## src/rtl/alu_cond_wb_pkg.sv

```systemverilog
`default_nettype none
// ============================================================================
// Module      : alu_pkg
// Description : Condition-code encoding and VCNZ flag bit positions shared by
//               the ALU writeback stage and any future branch unit.
// Revision    : 1.0 - initial release
// ============================================================================
package alu_pkg;

    typedef enum logic [3:0] {
        EQ = 4'h0,
        NE = 4'h1,
        CS = 4'h2,
        CC = 4'h3,
        MI = 4'h4,
        PL = 4'h5,
        VS = 4'h6,
        VC = 4'h7,
        HI = 4'h8,
        LS = 4'h9,
        GE = 4'hA,
        LT = 4'hB,
        GT = 4'hC,
        LE = 4'hD,
        AL = 4'hE,
        NV = 4'hF
    } cond_e;

    localparam int FLAG_V = 3;
    localparam int FLAG_C = 2;
    localparam int FLAG_N = 1;
    localparam int FLAG_Z = 0;

endpackage : alu_pkg
`default_nettype wire

```

## src/rtl/alu_cond_wb_cond_eval.sv

```systemverilog
`default_nettype none
// ============================================================================
// Module      : cond_eval
// Description : Pure combinational condition evaluator: (cond, VCNZ) -> pass.
// Revision    : 1.0 - initial release
// ============================================================================
module cond_eval
    import alu_pkg::*;
(
    input  cond_e      i_cond,
    input  logic [3:0] i_flags,
    output logic       o_pass
);

    logic w_v;
    logic w_c;
    logic w_n;
    logic w_z;
    logic w_ge;

    assign w_v  = i_flags[FLAG_V];
    assign w_c  = i_flags[FLAG_C];
    assign w_n  = i_flags[FLAG_N];
    assign w_z  = i_flags[FLAG_Z];
    assign w_ge = (w_n == w_v);

    always_comb begin
        o_pass = 1'b0;
        unique case (i_cond)
            EQ: o_pass = w_z;
            NE: o_pass = ~w_z;
            CS: o_pass = w_c;
            CC: o_pass = ~w_c;
            MI: o_pass = w_n;
            PL: o_pass = ~w_n;
            VS: o_pass = w_v;
            VC: o_pass = ~w_v;
            HI: o_pass = w_c & ~w_z;
            LS: o_pass = ~w_c | w_z;
            GE: o_pass = w_ge;
            LT: o_pass = ~w_ge;
            GT: o_pass = ~w_z & w_ge;
            LE: o_pass = w_z | ~w_ge;
            AL: o_pass = 1'b1;
            NV: o_pass = 1'b0;
            default: o_pass = 1'b0;
        endcase
    end

endmodule : cond_eval
`default_nettype wire

```

## src/rtl/alu_cond_wb.sv

```systemverilog
`default_nettype none
// ============================================================================
// Module      : alu_cond_wb
// Description : ALU result consumer: architectural VCNZ register, condition
//               evaluation and a registered valid/ready writeback stage.
//               Optional macro COND_WB_STATS_EN adds exec/skip counters.
// Revision    : 1.0 - initial release
// ============================================================================
module alu_cond_wb
    import alu_pkg::*;
#(
    parameter int N  = 8,
    parameter int RW = 3
) (
    input  logic          clk,
    input  logic          rst_n,
    input  logic          in_valid,
    output logic          in_ready,
    input  logic [N-1:0]  in_y,
    input  logic [3:0]    in_flags,
    input  logic [3:0]    in_cond,
    input  logic          in_setf,
    input  logic [RW-1:0] in_rd,
    input  logic          flush,
    output logic          out_valid,
    input  logic          out_ready,
    output logic [N-1:0]  out_data,
    output logic [RW-1:0] out_rd,
    output logic          out_we,
`ifdef COND_WB_STATS_EN
    output logic [15:0]   exec_cnt,
    output logic [15:0]   skip_cnt,
`endif
    output logic [3:0]    flags_q
);

    logic          r_out_valid;
    logic [N-1:0]  r_out_data;
    logic [RW-1:0] r_out_rd;
    logic          r_out_we;
    logic [3:0]    r_flags;

    logic w_pass;
    logic w_ready;
    logic w_accept;

    cond_eval u_cond_eval (
        .i_cond  (cond_e'(in_cond)),
        .i_flags (r_flags),
        .o_pass  (w_pass)
    );

    // Flush blocks acceptance outright, ahead of any output-side readiness.
    assign w_ready  = ~flush & (~r_out_valid | out_ready);
    assign w_accept = in_valid & w_ready;

    always_ff @(posedge clk or negedge rst_n) begin
        if (!rst_n) begin
            r_out_valid <= 1'b0;
            r_out_data  <= '0;
            r_out_rd    <= '0;
            r_out_we    <= 1'b0;
        end else if (flush) begin
            r_out_valid <= 1'b0;
        end else if (w_accept) begin
            r_out_valid <= 1'b1;
            r_out_data  <= in_y;
            r_out_rd    <= in_rd;
            r_out_we    <= w_pass;
        end else if (r_out_valid && out_ready) begin
            r_out_valid <= 1'b0;
        end
    end

    // Condition is evaluated on the pre-update flags, so a squashed op never
    // changes them even when it requests a flag update.
    always_ff @(posedge clk or negedge rst_n) begin
        if (!rst_n) begin
            r_flags <= 4'b0000;
        end else if (w_accept && in_setf && w_pass) begin
            r_flags <= in_flags;
        end
    end

`ifdef COND_WB_STATS_EN
    logic [15:0] r_exec_cnt;
    logic [15:0] r_skip_cnt;

    always_ff @(posedge clk or negedge rst_n) begin
        if (!rst_n) begin
            r_exec_cnt <= 16'h0000;
            r_skip_cnt <= 16'h0000;
        end else if (w_accept) begin
            if (w_pass) begin
                if (r_exec_cnt != 16'hFFFF) r_exec_cnt <= r_exec_cnt + 16'd1;
            end else begin
                if (r_skip_cnt != 16'hFFFF) r_skip_cnt <= r_skip_cnt + 16'd1;
            end
        end
    end

    assign exec_cnt = r_exec_cnt;
    assign skip_cnt = r_skip_cnt;
`endif

    assign in_ready  = w_ready;
    assign out_valid = r_out_valid;
    assign out_data  = r_out_data;
    assign out_rd    = r_out_rd;
    assign out_we    = r_out_we;
    assign flags_q   = r_flags;

endmodule : alu_cond_wb
`default_nettype wire

```

## config.mk

```make
export PLATFORM = sky130hd
export DESIGN_NAME = alu_cond_wb
export DESIGN_NICKNAME = d
export VERILOG_FILES = /design/src/rtl/alu_cond_wb_pkg.sv /design/src/rtl/alu_cond_wb_cond_eval.sv /design/src/rtl/alu_cond_wb.sv
export SDC_FILE = /design/constraint.sdc
export NUM_CORES = 1
export LEC_CHECK = 0
export ABC_AREA = 1
export CORE_MARGIN = 2
export CORE_UTILIZATION = 36
export DETAILED_ROUTE_END_ITERATION = 12
export PLACE_DENSITY = 0.72
export SETUP_SLACK_MARGIN = 0.05
export SLEW_MARGIN = 10
export SYNTH_ARGS = -nofsm -noshare
export SYNTH_HDL_FRONTEND = slang
export SYNTH_SLANG_ARGS = --single-unit
```

## constraint.sdc

```tcl
create_clock -name clk -period 1.34 [get_ports clk]
set_input_delay 0.134 -clock clk [delete_from_list [all_inputs] [get_ports clk]]
set_output_delay 0.134 -clock clk [all_outputs]
set_load 0.02 [all_outputs]
```

# Yosys cells after proc, flatten, opt, wreduce, memory -nomap -nowiden
# Cells that the tools add are included.
[totals]
regBits = 17
out_inout_bits = 18
wordCells = 45
[classes]
eq_ne = 16
muxes = 4
n_bitwise = 14
reduce_logical = 6
[op_table]
columns = ["cell", "count"]
rows = [
  ["$eq 4x4->1 const B", 8],
  ["$eq 4x3->1 const B", 4],
  ["$pmux 1 s16", 1],
  ["$eq 4x2->1 const B", 2],
  ["$not 1->1", 7],
  ["$and 1x1->1", 4],
  ["$eq 4x1->1 const B", 1],
  ["$logic_not 4->1", 1],
  ["$logic_and 1x1->1", 3],
  ["$mux 1", 3],
  ["$or 1x1->1", 3],
  ["$reduce_bool 3->1", 1],
  ["$reduce_and 2->1", 1],
  ["$eq 1x1->1", 1],
]

# Longest topological paths before layout
# Gate-level depths: netlist of the first run.
[logic_depth]
word_depth = 6
ltp_mapped = 13

# By module
# Synthesis of the first run repeated with hierarchy kept, for this count alone.
[unflattened]
hier_cells = 124
hier_area_um2 = 929.6
[by_module_without_submodules]
columns = ["mod", "n_inst", "cells_per_inst", "area_each_um2", "seq_area_each_um2"]
rows = [
  ["alu_cond_wb", 1, 79, 724.4, 425.4],
  ["cond_eval", 1, 45, 205.2, 0.0],
]

# Worst setup path after synthesis of the first run
# No wires, ideal clock.
[synth_path]
path_type = "reg2reg"
start = "reg r_out_valid (netlist: out_valid)"
end = "reg r_out_data[0] (netlist: out_data[0])"
arrival_ns = 1.459
t_required_ns = 1.224
setup_slack_ns = -0.235
path_stages_with_launch = 8
n_path_buf = 1
period_less_slack_ns = 1.575
path_cell_list = "dfrtp_1 > nand2_1 > inv_2 > nor2_1 > nand2_1 > clkbuf_1 > nand2_1 > nand2_1"
[synth_via]
elab_chain_len = 5
[synth_rtl]
columns = ["item", "line", "source"]
rows = [
  ["start: declaration", "alu_cond_wb.sv:37", "logic r_out_valid;"],
  ["start signal: assignment", "alu_cond_wb.sv:59", "r_out_valid <= 1'b0;"],
  ["start signal: assignment", "alu_cond_wb.sv:64", "r_out_valid <= 1'b0;"],
  ["start signal: assignment", "alu_cond_wb.sv:66", "r_out_valid <= 1'b1;"],
  ["$not 1->1", "alu_cond_wb.sv:54", "assign w_ready = ~flush & (~r_out_valid | out_ready);"],
  ["$or 1x1->1", "alu_cond_wb.sv:54", ""],
  ["$and 1x1->1", "alu_cond_wb.sv:54", ""],
  ["named net in_ready", "alu_cond_wb.sv:18", "output logic in_ready,"],
  ["$and 1x1->1", "alu_cond_wb.sv:55", "assign w_accept = in_valid & w_ready;"],
  ["$reduce_and 2->1 (no line)", "n/a", ""],
  ["end signal: assignment", "alu_cond_wb.sv:67", "r_out_data <= in_y;"],
  ["end: declaration", "alu_cond_wb.sv:38", "logic [N-1:0] r_out_data;"],
]
# The timed path passes the listed nets, and every way through them passes these cells.
# A chain may end at the register's enable or synchronous reset.

# Worst setup path in the final report of the first run
[layout_path]
start = "reg r_flags[1] (netlist: flags_q[1])"
end = "reg r_flags[3] (netlist: flags_q[3])"
[layout_via]
elab_chain_len = 5
word_cells_on_any_way = 7
classes_between = "1 x eq/ne; 1 x mux; 4 x bitwise; 1 x reduce/logical"
[layout_rtl]
columns = ["item", "line", "source"]
rows = [
  ["start: declaration", "alu_cond_wb.sv:41", "logic [3:0] r_flags;"],
  ["start signal: assignment", "alu_cond_wb.sv:81", "r_flags <= in_flags;"],
  ["$eq 1x1->1", "alu_cond_wb_cond_eval.sv:25", "assign w_ge = (w_n == w_v);"],
  ["$not 1->1", "alu_cond_wb_cond_eval.sv:41, alu_cond_wb_cond_eval.sv:43", ""],
  ["$or 1x1->1", "alu_cond_wb_cond_eval.sv:43", "LE: o_pass = w_z | ~w_ge;"],
  ["$pmux 1 s16 (*)", "alu_cond_wb_cond_eval.sv:29", "unique case (i_cond)"],
  ["$logic_and 1x1->1 (*)", "alu_cond_wb.sv:80", "end else if (w_accept && in_setf && w_pass) begin"],
]
# Every way passes the cells marked *; elsewhere a longest branch is shown, timed or not.

==> results.md, run 1 <==
- Critical R2R Capture: flags_q[3]$_DFFE_PN0P_
- Peak Freq: ~0.74 GHz
- Clk_lat worst skew: around 280 ps
- Max-slew violation count: 0
- Worst-Margin Slew: 252.4 ps
- Period minus WS final: between 1000 and 1500 ps
- CTS tree: done
- Fin Setup TNS: -5.646 ps
- Crit path DAT: ~1500 ps
- Clock Skews: around 4.5 ps
- Crit share post-route: 100.2%
- Final setup fails: 2
- CP most frequent cell: nand2_1
- Clock transition at path regs: about 100 ps
- Vias in the first global route: between 900 and 1000
- Fraction of layout cells with a size suffix above 1: 24.73%
- CP Data Required Time: 1510 ps
- Mapped Nets: 149
- Hpwl dp: between 1500 and 2000 um
- First-pass detailed-route iteration total: 4
- First DRT Iteration DRCs: 14
- Final Power: 2.061 mW
- Vias: 1000
- Hold WC Path Type: in -> async
- Mapped cell area: 912.1 um2
- Chip height: 54.34 um
- Area grow syn2layout: 65.16%
- First-pass GRT wire length: 3919 um
- PwrDens: 1368 mW/mm2
- CP Launch Type: flip-flop
- Max_cap viols: 0
- Largest net degree at the start of global routing: 18
- Worst setup margin: -3.231 ps
- Final WL: 2425 um
- Status: finished, violations left
- Main area contributors after synthesis: dfrtp_1 47%, nand2_1 26%, nand3_1 6.6%, inv_1 3.7%, nand2_2 2.7%
- Io pins: 43
- Ys Warns: 0
- Synth top area share: 46.64%
- Seq/Total Area, Yosys: 46.64%
- DIE AREA: 0.002952 mm2
- Mapped Cells: ~120
- Clock buffer count from CTS: 3
- Unrepaired setup endpoints after global routing: true
- Post-synthesis register bit count: 17
- VDD IR max: just over 900 uV
- Leak: 0.7986 nW
- Ant diodes: 0
- Layout fillers: 230
- Slowest stage delay, CP: 460 ps
- P_sw: 859.8 uW
- Switching share of power: between 40% and 50%
- Distinct cells, synth: 17
- Max FO, Critical Path: 6
- Clk root buf: clkbuf_4
- Initial antenna violation count: 0
- Mapped Avg Cell Area: roughly 7.4 um2
- Share of power burned in registers: 37.0%
- Final GP Congestion: 0.7461
- Antenna Nets Post-Route: 0
- Clock sinks: 17
- Core area: 0.002432 mm2
- Routed wire per std cell: 11.44 um
- RR Startpoint: flags_q[1]$_DFFE_PN0P_
- Crit path kind: reg -> reg
- H-tree depth: 1
- Port Buf Inserts: 42
- Grt ovf: 0
- R2r setup slk: -3 ps
- Vias per cell: 4.717
- Logic pwr share: 50.2%
- Cell internal pwr: about 1.2 mW
- Crit-path slowest cell: dfrtp_2
- R2R depth: 12
- Clock share of power: between 10% and 20%
- Clock Path Buffers: 2
- Fin. Hold Viols: 0
- Nets: 208
- Starting Density: 37.50%
- CP Cell Sequence: inv_2 -> nand2_1 -> nand3_1 -> nand2_1 -> nand2_1 -> nand2_1 -> nand3_2 -> nand2_2 -> nand3_4 -> nand2_4 -> nand2_1 -> nand2_1
- GRT Overall Usage: about 18%
- Cell taking the most area after synthesis: dfrtp_1
- Row count: 18
- CP Capture Type: flip-flop
- DRC: 0
- Failing checks: negative setup slack
- Slew margin rel.: 83.11%
- Hold slack: 166.3 ps
- Chip width: 54.34 um
## cell usage after synthesis
| cell | count |
|---|---|
| a21oi_1 | 1 |
| buf_2 | 1 |
| clkbuf_1 | 1 |
| dfrtp_1 | 17 |
| inv_1 | 9 |
| inv_2 | 2 |
| nand2_1 | 62 |
| nand2_2 | 4 |
| nand2_4 | 1 |
| nand3_1 | 12 |
| nand3_2 | 2 |
| nand3_4 | 1 |
| nand4_1 | 1 |
| nor2_1 | 5 |
| nor2_2 | 2 |
| nor2_4 | 2 |
| o21ai_1 | 1 |
## state kept, by name, summed over array words and instances, names as in the netlist
name / count
out_rd: 3
out_we: 1
out_data: 8
out_valid: 1
flags_q: 4
## how the worst max path moves through the flow
| stage | from | endpoint | slack [ps] | cells after the start |
|---|---|---|---|---|
| floorplan | out_valid$_DFFE_PN0P_ | out_data[0]$_DFFE_PN0P_ | 50 | 8 |
| CTS | flags_q[3]$_DFFE_PN0P_ | flags_q[1]$_DFFE_PN0P_ | 3 | 12 |
| finish | flags_q[1]$_DFFE_PN0P_ | flags_q[3]$_DFFE_PN0P_ | -3 | 12 |
| detailed placement | in_cond[1] | flags_q[1]$_DFFE_PN0P_ | -340 | 13 |
| global placement | in_cond[1] | flags_q[3]$_DFFE_PN0P_ | -270 | 10 |
| global route | flags_q[3]$_DFFE_PN0P_ | flags_q[1]$_DFFE_PN0P_ | -110 | 11 |
## area by class of cell
type	count	area, um2	area share (%)
tap	30	37.54	2.492
timing repair buffer	55	489.2	32.48
clock buffer	4	26.28	1.744
sequential	17	429.2	28.49
inverter	11	45.04	2.990
multi-input combinational	94	471.7	31.31
timing repair inverter	1	7.507	0.4983
## power by group through the flow
| stage | sequential, mW | combinational [mW] | clock, mW |
|---|---|---|---|
| global placement | 0.762 | 1.01 | 0 |
| global route | 0.782 | 1.13 | 0.307 |
| floorplan | 0.906 | 0.421 | 0 |
| CTS | 0.757 | 1.00 | 0.272 |
| detailed placement | 0.770 | 1.03 | 0 |
| finish | 0.763 | 1.03 | 0.264 |
## repair_timing
action | in CTS | in global routing
resized for setup | 27 | 7
hold buffers | 0 | 0
pin swaps | 0 | 0
hold endpoints to repair | 0 | 0
setup buffers | 2 | 1
cloned | 1 | 0
endpoints found under the setup margin | 34 | 10
## metal layers
metal	track usage [%]	wire, um	vias up
li1	-	-	500
met1	19.11	978	460
met2	33.73	1252	34
met3	4.372	161	6
met4	6.667	32	0
met5	0	0	-
## layout by cell type (no fill, tap or decap), types with 4 or more instances in the layout
cell type,instances
dlygate4sd2_1,18
dfrtp_1,14
buf_4,12
inv_1,4
inv_2,6
nor2_1,4
nand2_1,60
nand2_2,5
clkdlybuf4s50_1,22
nor2_4,4
nand3_1,12
## worst max-delay path: cells and delay by family, from the launching register on
| kind | cells | cell delay (ps) |
|---|---|---|
| AND/OR/NAND/NOR | 11 | 710 |
| flip-flops | 1 | 460 |
| buffers and inverters | 1 | 90 |
## cell families after synthesis
family | share of synthesized area (%)
buf+inv | 5.486
compound gates | 1.096
flops | 46.64
simple gates | 46.78
## metrics by stage
step           instances  area, um2  setup slack [ps]  utilization [%]
6_report             212       1506            -3.231            61.93
5_1_grt              212       1506            -106.4            61.93
4_1_cts              211       1495             2.772            61.47
3_5_place_dp         204       1450            -336.5            59.62
3_3_place_gp         204       1450            -266.7            59.62
2_1_floorplan        124      927.1             52.91                -
Power figures use the tool's default switching activity.
==> inputs of run 2 (changes only) <==
Settings changed: ABC_CLOCK_PERIOD_IN_PS from default to 1340.
==> results of run 2 <==
Same layout as run 1: the final DEF is identical, and so are final timing and power.
